## src/rtl/sdc_cmd_sequencer.sv

```systemverilog
// Wishbone master that runs one SD command through the controller register slave:
// write command and argument, poll events, read the response, clear events, report.
module sdc_cmd_sequencer #(
    parameter int POLL_LIMIT = 65535,
    parameter int POLL_W     = 16
) (
    input  logic         clk,
    input  logic         rst,
    input  logic         req_valid,
    output logic         req_ready,
    input  logic [13:0]  req_cmd,
    input  logic [31:0]  req_arg,
    input  logic         req_long,
    output logic         done,
    output logic [4:0]   done_events,
    output logic         done_timeout,
    output logic [119:0] done_resp,
    output logic [7:0]   wb_addr,
    output logic [31:0]  wb_dout,
    input  logic [31:0]  wb_din,
    output logic [3:0]   wb_dm,
    output logic         wb_cyc,
    output logic         wb_stb,
    output logic         wb_we,
    input  logic         wb_ack
);

    typedef enum logic [2:0] {
        IDLE,
        WR_CMD,
        WR_ARG,
        POLL,
        RD_RSP,
        CLR,
        DONE
    } state_t;

    localparam logic [POLL_W-1:0] POLL_LAST = POLL_W'(POLL_LIMIT - 1);
    localparam logic [POLL_W-1:0] POLL_ONE  = POLL_W'(1);

    localparam logic [7:0] ADDR_ARG = 8'h00;
    localparam logic [7:0] ADDR_CMD = 8'h04;
    localparam logic [7:0] ADDR_RSP = 8'h08;
    localparam logic [7:0] ADDR_EVT = 8'h34;

    state_t             state_q, state_d;
    logic               gap_q, gap_d;
    logic [13:0]        cmd_q, cmd_d;
    logic [31:0]        arg_q, arg_d;
    logic               long_q, long_d;
    logic [POLL_W-1:0]  poll_cnt_q, poll_cnt_d;
    logic [1:0]         rsp_idx_q, rsp_idx_d;
    logic [119:0]       resp_q, resp_d;
    logic [4:0]         events_q, events_d;
    logic               timeout_q, timeout_d;

    always_ff @(posedge clk or negedge rst) begin
        if (!rst) begin
            state_q    <= IDLE;
            gap_q      <= 1'b0;
            cmd_q      <= '0;
            arg_q      <= '0;
            long_q     <= 1'b0;
            poll_cnt_q <= '0;
            rsp_idx_q  <= '0;
            resp_q     <= '0;
            events_q   <= '0;
            timeout_q  <= 1'b0;
        end else begin
            state_q    <= state_d;
            gap_q      <= gap_d;
            cmd_q      <= cmd_d;
            arg_q      <= arg_d;
            long_q     <= long_d;
            poll_cnt_q <= poll_cnt_d;
            rsp_idx_q  <= rsp_idx_d;
            resp_q     <= resp_d;
            events_q   <= events_d;
            timeout_q  <= timeout_d;
        end
    end

    // gap_q marks the mandatory idle bus cycle that follows every acknowledged access.
    always_comb begin
        state_d    = state_q;
        gap_d      = gap_q;
        cmd_d      = cmd_q;
        arg_d      = arg_q;
        long_d     = long_q;
        poll_cnt_d = poll_cnt_q;
        rsp_idx_d  = rsp_idx_q;
        resp_d     = resp_q;
        events_d   = events_q;
        timeout_d  = timeout_q;
        req_ready  = 1'b0;
        done       = 1'b0;
        wb_cyc     = 1'b0;
        wb_stb     = 1'b0;
        wb_we      = 1'b0;
        wb_addr    = 8'h00;
        wb_dout    = 32'h0;
        wb_dm      = 4'h0;

        if (state_q != IDLE && gap_q) begin
            gap_d = 1'b0;
        end else begin
            case (state_q)
                IDLE: begin
                    req_ready = 1'b1;
                    if (req_valid) begin
                        cmd_d      = req_cmd;
                        arg_d      = req_arg;
                        long_d     = req_long;
                        poll_cnt_d = '0;
                        rsp_idx_d  = '0;
                        resp_d     = '0;
                        events_d   = '0;
                        timeout_d  = 1'b0;
                        gap_d      = 1'b0;
                        state_d    = WR_CMD;
                    end
                end
                WR_CMD: begin
                    wb_cyc  = 1'b1;
                    wb_stb  = 1'b1;
                    wb_we   = 1'b1;
                    wb_dm   = 4'hF;
                    wb_addr = ADDR_CMD;
                    wb_dout = {18'b0, cmd_q};
                    if (wb_ack) begin
                        gap_d   = 1'b1;
                        state_d = WR_ARG;
                    end
                end
                WR_ARG: begin
                    wb_cyc  = 1'b1;
                    wb_stb  = 1'b1;
                    wb_we   = 1'b1;
                    wb_dm   = 4'hF;
                    wb_addr = ADDR_ARG;
                    wb_dout = arg_q;
                    if (wb_ack) begin
                        gap_d   = 1'b1;
                        state_d = POLL;
                    end
                end
                POLL: begin
                    wb_cyc  = 1'b1;
                    wb_stb  = 1'b1;
                    wb_dm   = 4'hF;
                    wb_addr = ADDR_EVT;
                    if (wb_ack) begin
                        gap_d = 1'b1;
                        if (wb_din[4:0] != 5'b0) begin
                            events_d = wb_din[4:0];
                            state_d  = RD_RSP;
                        end else if (poll_cnt_q == POLL_LAST) begin
                            // Give up: no response read, but the events are still cleared.
                            poll_cnt_d = poll_cnt_q + POLL_ONE;
                            timeout_d  = 1'b1;
                            events_d   = '0;
                            state_d    = CLR;
                        end else begin
                            poll_cnt_d = poll_cnt_q + POLL_ONE;
                        end
                    end
                end
                RD_RSP: begin
                    wb_cyc  = 1'b1;
                    wb_stb  = 1'b1;
                    wb_dm   = 4'hF;
                    wb_addr = ADDR_RSP + {4'b0000, rsp_idx_q, 2'b00};
                    if (wb_ack) begin
                        gap_d = 1'b1;
                        case (rsp_idx_q)
                            2'd0:    resp_d[31:0]   = wb_din;
                            2'd1:    resp_d[63:32]  = wb_din;
                            2'd2:    resp_d[95:64]  = wb_din;
                            default: resp_d[119:96] = wb_din[23:0];
                        endcase
                        if (!long_q || rsp_idx_q == 2'd3) begin
                            state_d = CLR;
                        end else begin
                            rsp_idx_d = rsp_idx_q + 2'd1;
                        end
                    end
                end
                CLR: begin
                    wb_cyc  = 1'b1;
                    wb_stb  = 1'b1;
                    wb_we   = 1'b1;
                    wb_dm   = 4'hF;
                    wb_addr = ADDR_EVT;
                    wb_dout = 32'h0;
                    if (wb_ack) begin
                        gap_d   = 1'b1;
                        state_d = DONE;
                    end
                end
                DONE: begin
                    done    = 1'b1;
                    state_d = IDLE;
                end
                default: begin
                    state_d = IDLE;
                end
            endcase
        end
    end

    assign done_events  = events_q;
    assign done_timeout = timeout_q;
    assign done_resp    = resp_q;

endmodule

```

## config.mk

```make
export PLATFORM = sky130hd
export DESIGN_NAME = sdc_cmd_sequencer
export DESIGN_NICKNAME = d
export VERILOG_FILES = /design/src/rtl/sdc_cmd_sequencer.sv
export SDC_FILE = /design/constraint.sdc
export NUM_CORES = 1
export LEC_CHECK = 0
export CELL_PAD_IN_SITES_DETAIL_PLACEMENT = 0
export CELL_PAD_IN_SITES_GLOBAL_PLACEMENT = 1
export CORE_MARGIN = 2
export CORE_UTILIZATION = 37
export CTS_CLUSTER_DIAMETER = 40
export CTS_CLUSTER_SIZE = 8
export DETAILED_ROUTE_END_ITERATION = 10
export GPL_ROUTABILITY_DRIVEN = 0
export GPL_TIMING_DRIVEN = 0
export PLACE_DENSITY_LB_ADDON = 0.12
export SETUP_SLACK_MARGIN = 0.5
export SYNTH_ARGS = -nofsm -noshare
export SYNTH_HDL_FRONTEND = slang
export SYNTH_SLANG_ARGS = --single-unit
export TNS_END_PERCENT = 30
```

## constraint.sdc

```tcl
create_clock -name clk -period 3.55 [get_ports clk]
set_input_delay 0.71 -clock clk [delete_from_list [all_inputs] [get_ports clk]]
set_output_delay 0.71 -clock clk [all_outputs]
set_load 0.05 [all_outputs]
```

==> run metrics, run 1 <==
# IOs approximately 260; Slew Limit Fails 0; Synth area leaders dfrtp_1 (59%), nand2_1 (14%), o21ai_0 (7.9%), nor2_1 (1.8%), clkbuf_1 (1.8%); worst reg2reg startpoint state_q[2]; Hold Buf Count CTS 0; max-cap violation count 0; number of global-route vias before repair about 7000; largest family of logic cells by synthesized area simple AND/OR/NAND/NOR gates; Total Power 0.0109 W; die width roughly 150 um; post-synth top area cell dfrtp_1; number of iterations in the first detailed-routing pass 5; Yosys cell types 55; Vias 7025; die height about 150 um; outcome finished clean; Antenna Nets Post-Route 0; fmax 0.314 GHz; #FFs+latches synth ~200; Switch Pwr 0.00529 W; Synth Area in Simple Gates 0.219; CTS Buffer Depth 2; storage element area 4880 um2; final hold slack 0.342 ns; layout cells sized above 1 0.0993; Rel. slew slack 0.401; Final nets 1255; complex-gate fraction of the synthesized area 0.117; Leak 5.34 nW; worst slew pin tran about 0.9 ns; count leader, synth nand2_1; PD cells 923 nW/um2; Sequential Power Share 0.302; unrepaired setup endpoints after global routing yes; sequential element share of the synthesized area 0.587; worst r2r path cells 8; area growth from synthesis to final layout 42.3%; crit path max fanout 10; CTS tree yes; largest net degree at the start of global routing roughly 120; # diodes 0; layout filler cell count 2066; Max VDD drop 0.379 mV; core footprint 22000 um2; Worst-path clk slew 0.08 ns; internal power 0.00564 W; CP Data Arrival Time 2.47 ns; cts bufs inserted 17; Yosys Warn Count 0; Starting Density 0.379; proportion of synthesized area in mux cells 0.0128; Multi-input gate area 3130 um2; DRT iter0 DRCs 327; mapped cell area 8320 um2; dpl hpwl 17400 um; leading cell types by count after synthesis nand2_1 (308), dfrtp_1 (195), o21ai_0 (132), nor2_1 (41), clkbuf_1 (40); GRT Residual Overflow 0; Site Rows 54; CTS H-Tree Depth 4; Synth async-reset ratio 1.00; Avg Cell Area, Syn 9.35 um2; I/O Buffers 252; Avg WL per Cell 16.8 um; Final min period approximately 3.2 ns; CTS sink cnt 195; first-pass GRT wire length just under 40000 um; CP required 2.84 ns; Via density 4.82; Post-route DRC 0; Final Hold Fails 0; Net Sw Frac 0.484; initial antenna violation count 1; Post-Synthesis Cells 890; Critical Path Source Type flip-flop; Logic pwr share 0.521; final wirelength between 20000 and 25000 um; Clk pwr share 0.177; Primary FF master, synth dfrtp_1; Post-Synth XOR/XNOR Area 0.0147; Synth Area in Adders 0.00902; Setup violations, final 0; Final period util 0.896; pre-CTS WS -0.0577 ns; Post-Route Utilization 0.539; Total GRT Usage 0.212; worst reg2reg setup slack 1.33 ns; Clock Latency Late Sink between 0.4 and 0.5 ns; die area 23700 um2; Post-synth EDFFs 0; kind of critical path flip-flop to primary output; element type at the critical path end primary output; clock skew 0.0100 ns; root buffer cell clkbuf_16; post-synth top area share 0.587; worst hold path class input port to asynchronous set/reset pin; Final WS setup 0.370 ns; RR Endpoint done_resp[109]
critical path: stages (launching register included):
cell and delay [ns]:
dfrtp_1 0.36, buf_4 0.16, buf_6 0.15, a21o_1 0.21
nor2_1 0.29, clkdlybuf4s50_1 0.87
per-layer routing:
metal / part of all wire / global-route usage / vias up
li1: - / - / 3479
met1: 0.45 / 0.289 / 3318
met2: 0.46 / 0.338 / 216
met3: 0.077 / 0.0707 / 12
met4: 0.0064 / 0.0334 / 0
met5: 0 / 0 / -
sequential cells by signal (all words and copies together), names as in the netlist:
name	flops
arg_q	32
cmd_q	14
done_events	5
done_resp	120
done_timeout	1
gap_q	1
long_q	1
poll_cnt_q	16
rsp_idx_q	2
state_q	3
how the worst max path moves through the flow:
stage / to / slack [ns] / startpoint
after global placement: cmd_q[10] / -6.82 / rst
after CTS: wb_stb / 0.23 / state_q[1]
final: wb_cyc / 0.37 / state_q[2]
after floorplan: done / 0.41 / state_q[1]
after detailed placement: wb_dout[6] / -0.06 / state_q[0]
after global routing: wb_cyc / 0.24 / state_q[2]
power groups by stage:
stage	Clock (W)	Combinational (W)	Sequential, W
3_3_place_gp	0	0.00572	0.00333
2_1_floorplan	0	0.00233	0.00470
6_report	0.00193	0.00569	0.00330
4_1_cts	0.00199	0.00575	0.00330
5_1_grt	0.00209	0.00610	0.00340
3_5_place_dp	0	0.00575	0.00335
layout make-up:
cell class	count	share of cell area
Tap cell	280	0.0296
Sequential cell	195	0.413
Clock buffer	17	0.0359
Buffer	65	0.0293
Timing Repair Buffer	254	0.212
Inverter	7	0.00222
Clock inverter	14	0.0138
Multi-Input combinational cell	626	0.265
placed cells by master (no fill, tap or decap), drive strengths merged, types with 7 or more instances in the layout:
| cell type | netlist | final |
|---|---|---|
| nand2 | 308 | 308 |
| clkdlybuf4s50 | 0 | 209 |
| dfrtp | 195 | 195 |
| o21ai | 136 | 136 |
| clkbuf | 40 | 64 |
| buf | 25 | 46 |
| nor2 | 41 | 41 |
| and2 | 18 | 18 |
| a22oi | 14 | 14 |
| xnor2 | 14 | 14 |
| inv | 7 | 14 |
| nor3 | 11 | 11 |
| nor4 | 8 | 8 |
| dlygate4sd2 | 0 | 7 |
| nand3 | 7 | 7 |
kinds of logic after synthesis:
| logic type | after synthesis |
|---|---|
| XOR/XNOR | 14 |
| multiplexers | 10 |
| AND/OR/NAND/NOR | 421 |
| buffers and inverters | 72 |
| other | 1 |
| flip-flops | 195 |
| AO/OA/AOI/OAI | 171 |
| adder cells (fa/ha/maj) | 6 |
metrics by stage:
stage / TNS [ns] / std cells / area, um2
global placement: -1328.15 / 1425 / 11200
floorplan: 0 / 893 / 8340
global route: 0 / 1458 / 11800
finish: 0 / 1458 / 11800
detailed placement: -0.534 / 1426 / 11200
CTS: 0 / 1458 / 11800
what timing repair did:
action / in CTS / in global routing
pin swaps: 1 / 0
setup buffers: 1 / 0
cloned: 0 / 0
resized for setup: 145 / 42
setup endpoints to repair: 45 / 45
endpoints found under the hold margin: 0 / 0
(Power assumes the default switching activity.)
==> inputs of run 2 (changes only) <==
--- a/config.mk
+++ b/config.mk
@@ -15,6 +15,7 @@
 export GPL_ROUTABILITY_DRIVEN = 0
 export GPL_TIMING_DRIVEN = 0
 export PLACE_DENSITY_LB_ADDON = 0.12
+export RECOVER_POWER = 50
 export SETUP_SLACK_MARGIN = 0.5
 export SYNTH_ARGS = -nofsm -noshare
 export SYNTH_HDL_FRONTEND = slang
==> run metrics, run 2 (same netlist as run 1, synthesis figures left out) <==
Slew Limit Fails 117 (was 0); DRT iter0 DRCs 326 (was 327); CTS H-Tree Depth 4 (unchanged); Setup violations, final 0 (unchanged); number of iterations in the first detailed-routing pass 5 (unchanged); initial antenna violation count 2 (was 1); slowest stage delay, CP 0.91 ns (was 0.87 ns); Final Hold Fails 0 (unchanged); root buffer cell clkbuf_16 (unchanged); max FFs per register 120 (unchanged); Rel. slew slack -0.757 (was 0.401); CTS sink cnt 195 (unchanged); Worst-path clk slew 0.07 ns (was 0.08 ns); Site Rows 54 (unchanged); die width 154 um (unchanged); Vias 7047 (was 7025); dpl hpwl 17400 um (unchanged); failing checks capacitance limit, slew limit; worst hold path class flip-flop to flip-flop (was input port to asynchronous set/reset pin); Via density 4.83 (was 4.82); PD cells 922 nW/um2 (was 923 nW/um2); CTS tree yes (unchanged); Post-route DRC 0 (unchanged); CP Data Arrival Time 3.55 ns (was 2.47 ns); placed instance area 11200 um2 (unchanged); CTS Buffer Depth 2 (unchanged); Final WS setup 0.312 ns (was 0.370 ns); pre-CTS WS -0.0577 ns (unchanged); core footprint 22000 um2 (unchanged); commonest non-fill, non-tap cell in the layout nand2_1 (unchanged); Hold Buf Count CTS 0 (unchanged); max-cap violation count 1 (was 0); Critical Path Source Type input port (was flip-flop); unrepaired setup endpoints after global routing yes (unchanged); largest net degree at the start of global routing 118 (unchanged); Final min period 3.24 ns (was 3.18 ns); area growth from synthesis to final layout 41.5% (was 42.3%); GRT Residual Overflow 0 (unchanged); CP required 3.86 ns (was 2.84 ns); cts bufs inserted 17 (unchanged); Final nets 1255 (unchanged); most frequent cells in the layout nand2_1 (308), dfrtp_1 (194), clkdlybuf4s50_1 (192) (was nand2_1 (308), clkdlybuf4s50_1 (209), dfrtp_1 (193)); die height 154 um (unchanged); slowest stage cell, crit path a221oi_1 (was clkdlybuf4s50_1); element type at the critical path end flip-flop (was primary output); Clock Latency Late Sink 0.43 ns (about the same); final hold slack 0.468 ns (was 0.342 ns); crit path max fanout 9 (was 10); I/O Buffers 252 (unchanged); fmax 0.309 GHz (was 0.314 GHz); first-pass GRT wire length 39600 um (unchanged); die area 23700 um2 (unchanged); Final period util 0.912 (was 0.896); Max VDD drop 0.379 mV (about the same); number of global-route vias before repair 7023 (unchanged); CP cell instances dlygate4sd3_1 > nor4b_1 > clkbuf_1 > a221oi_1 > inv_1 > nand3_1 > mux2_2 (was buf_4 > buf_6 > a21o_1 > nor2_1 > clkdlybuf4s50_1); layout filler cell count 2073 (was 2066); clock skew 0.0102 ns (was 0.0100 ns); worst slew pin tran 2.64 ns (was 0.899 ns); outcome finished, violations left (was finished clean); Avg WL per Cell 16.8 um (about the same); # IOs 258 (unchanged); Antenna Nets Post-Route 0 (unchanged); Starting Density 0.379 (unchanged); Total GRT Usage 0.212 (unchanged); Leak 5.38 nW (was 5.34 nW); layout cells sized above 1 0.0925 (was 0.0993); final wirelength 24600 um (was 24500 um); Total Power 0.0109 W (about the same); final non-filler cell area 11800 um2 (about the same); kind of critical path input port to flip-flop (was flip-flop to primary output)
run 2: cell count changes in the layout (fill, tap and decap cells not counted), moves of 2 or more:
cell / before / now
o21ai_1: 4 / 2
dlygate4sd3_1: 0 / 17
clkdlybuf4s50_1: 209 / 192
inv_1: 4 / 6
o21ai_0: 132 / 134
inv_2: 3 / 1
run 2: where the power goes:
group / total, W / switching, W / internal (W)
clock: 0.00193 / 0.000927 / 0.00101
sequential: 0.00330 / 0.000389 / 0.00291
combinational: 0.00562 / 0.00394 / 0.00168
run 2: metrics by stage:
stage	util	std cells	TNS (ns)
6_report	0.536	1459	0
5_1_grt	0.536	1458	0
3_3_place_gp	0.510	1425	-1328.15
4_1_cts	0.539	1458	0
3_5_place_dp	0.512	1426	-0.534
2_1_floorplan	-	893	0
run 2: routing by layer:
| layer | vias to the layer above | part of all wire | GRT usage |
|---|---|---|---|
| li1 | 3485 | - | - |
| met1 | 3345 | 0.46 | 0.289 |
| met2 | 206 | 0.46 | 0.338 |
| met3 | 11 | 0.073 | 0.0707 |
| met4 | 0 | 0.0066 | 0.0334 |
| met5 | - | 0 | 0 |
run 2: critical path, delay by kind of cell:
kind,cells,cell delay (ns)
simple gates,2,0.46
mux,1,0.37
buf+inv,3,1.09
compound gates,1,0.91
run 2: layout make-up:
type | instances | area [um2] | area share
Tap cell | 280 | 350 | 0.0298
Clock buffer | 17 | 425 | 0.0361
Inverter | 7 | 26.3 | 0.00223
Clock inverter | 14 | 164 | 0.0139
Antenna cell | 1 | 2.50 | 0.000213
Timing Repair Buffer | 254 | 2500 | 0.212
Multi-Input combinational cell | 626 | 3080 | 0.262
Buffer | 65 | 343 | 0.0291
Sequential cell | 195 | 4880 | 0.415
run 2: path summary, 6_finish.rpt:
path,start,end,slack [ns],cells after the start
min in group asynchronous,rst,done_resp[39],1.09,1
max in group asynchronous,rst,done_resp[95],0.90,1
setup / recovery,req_valid,done_events[0],0.31,7
hold / removal,arg_q[16],arg_q[16],0.47,2
hold reg to reg,arg_q[16],arg_q[16],0.47,2
setup reg to reg,state_q[2],done_events[0],0.68,6
run 2: what timing repair did:
action                     4_1_cts  5_1_grt
setup endpoints to repair       45       45
pin swaps                        1        0
setup buffers                    1        0
resized for setup              145       42
hold endpoints to repair         0        0
==> inputs of run 3 (changes only) <==
--- a/config.mk
+++ b/config.mk
@@ -8,7 +8,7 @@
 export CELL_PAD_IN_SITES_DETAIL_PLACEMENT = 0
 export CELL_PAD_IN_SITES_GLOBAL_PLACEMENT = 1
 export CORE_MARGIN = 2
-export CORE_UTILIZATION = 37
+export CORE_UTILIZATION = 35
 export CTS_CLUSTER_DIAMETER = 40
 export CTS_CLUSTER_SIZE = 8
 export DETAILED_ROUTE_END_ITERATION = 10
@@ -17,6 +17,7 @@
 export PLACE_DENSITY_LB_ADDON = 0.12
 export RECOVER_POWER = 50
 export SETUP_SLACK_MARGIN = 0.5
+export SKIP_LAST_GASP = 1
 export SYNTH_ARGS = -nofsm -noshare
 export SYNTH_HDL_FRONTEND = slang
 export SYNTH_SLANG_ARGS = --single-unit
==> constraint.sdc (replaced) <==
create_clock -name clk -period 3 [get_ports clk]
set_input_delay 0.6 -clock clk [delete_from_list [all_inputs] [get_ports clk]]
set_output_delay 0.6 -clock clk [all_outputs]
set_load 0.05 [all_outputs]
==> run metrics, run 3 (same netlist as run 1, synthesis figures left out) <==
worst r2r path cells 10 (was 6); met2 routed WL 11500 um (was 11400 um); CP Data Arrival Time 2.19 ns (was 3.55 ns); Starting Density 0.355 (was 0.379); failing checks capacitance limit, slew limit (unchanged); Total GRT Usage 0.202 (was 0.212); Switch Pwr 0.00640 W (was 0.00526 W); layout cells sized above 1 0.137 (was 0.0925); Slew Limit Fails 60 (was 117); Final Hold Fails 0 (unchanged); max-cap violation count 1 (unchanged); cell depth of the worst hold path 2 (unchanged); cts bufs inserted 17 (unchanged); worst reg2reg startpoint state_q[2] (unchanged); number of global-route vias before repair 7041 (was 7023); max FFs per register 120 (unchanged); kind of critical path flip-flop to primary output (was input port to flip-flop); internal power 0.00694 W (was 0.00559 W); Site Rows 56 (was 54); Clk pwr share 0.169 (was 0.178); Final WS setup 0.207 ns (was 0.312 ns); unrepaired setup endpoints after global routing yes (unchanged); core footprint 23400 um2 (was 22000 um2); Logic pwr share 0.538 (was 0.518); Setup violations, final 0 (unchanged); outcome finished, violations left (unchanged); CTS Buffer Depth 2 (unchanged); crit path max fanout 10 (was 9); Clock Latency Late Sink 0.44 ns (was 0.43 ns); Leak 5.53 nW (was 5.38 nW); dpl hpwl 17800 um (was 17400 um); commonest non-fill, non-tap cell in the layout nand2_1 (unchanged); Met3 Wirelength 2030 um (was 1800 um); largest net degree at the start of global routing 77 (was 118); # diodes 0 (was 1); worst reg2reg setup slack 0.53 ns (was 0.68 ns); final wirelength 25100 um (was 24600 um); Total Power 0.0133 W (was 0.0109 W); worst slew pin tran 1.54 ns (was 2.64 ns); die width 158 um (was 154 um); worst hold path class flip-flop to flip-flop (unchanged); Rel. slew slack -0.0271 (was -0.757); CP required 2.40 ns (was 3.86 ns); Final min period 2.79 ns; CTS tree yes (unchanged); die height 158 um (was 154 um); GRT Residual Overflow 0 (unchanged); Avg WL per Cell 16.5 um (was 16.8 um); fmax 0.358 GHz; pre-CTS WS -0.566 ns (was -0.0577 ns); # IOs 258 (unchanged); number of iterations in the first detailed-routing pass 5 (unchanged); count of non-filler cells in the finished layout 1516 (was 1459); Sequential Power Share 0.293 (was 0.304); Final nets 1274 (was 1255); Via density 4.69 (was 4.83); placed cell count 1466 (was 1426); M1 WL 11200 um (about the same); Max VDD drop 0.478 mV (was 0.379 mV); root buffer cell clkbuf_16 (unchanged); RR Endpoint done_timeout (was done_events[0]); placed instance area 11300 um2 (was 11200 um2); Critical Path Source Type flip-flop (was input port); Final period util 0.931; Worst-path clk slew 0.07 ns (about the same); first-pass GRT wire length 38800 um (was 39600 um); Post-route DRC 0 (unchanged); CTS H-Tree Depth 4 (unchanged); area growth from synthesis to final layout 47.8% (was 41.5%); Vias 7104 (was 7047); Hold Crit Endpoint arg_q[18] (was arg_q[16]); max layer used met4 (unchanged); final non-filler cell area 12300 um2 (was 11800 um2); Net Sw Frac 0.480 (was 0.485); PD cells 1090 nW/um2 (was 922 nW/um2); Antenna Nets Post-Route 0 (unchanged); initial antenna violation count 0 (was 2); CTS sink cnt 195 (unchanged); clock skew 0.0129 ns (was 0.0102 ns); DRT iter0 DRCs 273 (was 326); Worst Setup SP state_q[1] (was req_valid); I/O Buffers 252 (unchanged); element type at the critical path end primary output (was flip-flop); die area 25000 um2 (was 23700 um2); Post-Route Setup TNS 0 ns (unchanged); most frequent cells in the layout nand2_1 (308), dfrtp_1 (193), clkdlybuf4s50_1 (185) (was nand2_1 (308), dfrtp_1 (194), clkdlybuf4s50_1 (192)); worst hold start arg_q[18] (was arg_q[16])
[run 3: critical path: stages (launching register included)]
cell,delay [ns]
dfrtp_2,0.44
buf_6,0.19
inv_1,0.16
clkbuf_1,0.27
nor4_2,0.43
buf_4,0.27
[run 3: power by group through the flow]
stage	sequential (W)	clock, W	combinational [W]
finish	0.00391	0.00225	0.00718
CTS	0.00392	0.00232	0.00710
floorplan	0.00556	0	0.00279
global route	0.00401	0.00242	0.00769
global placement	0.00394	0	0.00680
detailed placement	0.00396	0	0.00684
[run 3: layer usage]
metal,up-vias,GRT usage
met2,216,0.320
met1,3350,0.269
met3,19,0.0660
met5,-,0
met4,0,0.0480
li1,3519,-
[run 3: timing repair]
action	in CTS	in global routing
gates cloned	2	0
hold buffers	0	0
setup buffers	9	8
pin swaps	12	8
resized for setup	296	61
endpoints found under the setup margin	45	85
[run 3: per-stage QoR]
| step | util | hold WS [ns] |
|---|---|---|
| floorplan | - | 0.304 |
| global placement | 0.482 | 0.449 |
| detailed placement | 0.485 | 0.454 |
| CTS | 0.522 | 0.0806 |
| global route | 0.525 | 0.486 |
| finish | 0.525 | 0.471 |
[run 3: area by class of cell]
class | count | area, um2
fillers | 2274 | 11100
repair buffers | 273 | 2800
flip-flops and latches | 195 | 4880
inverters | 7 | 26.3
multi-input cells | 626 | 3190
clock buffers | 18 | 439
well taps | 319 | 399
plain buffers | 65 | 412
clock inverters | 13 | 143
[run 3: worst max path at each step]
stage	to	slack, ns
2_1_floorplan	wb_dout[6]	0.31
4_1_cts	wb_dout[16]	0.19
5_1_grt	done	0.11
3_3_place_gp	cmd_q[11]	-7.32
6_report	done	0.21
3_5_place_dp	wb_dout[30]	-0.57
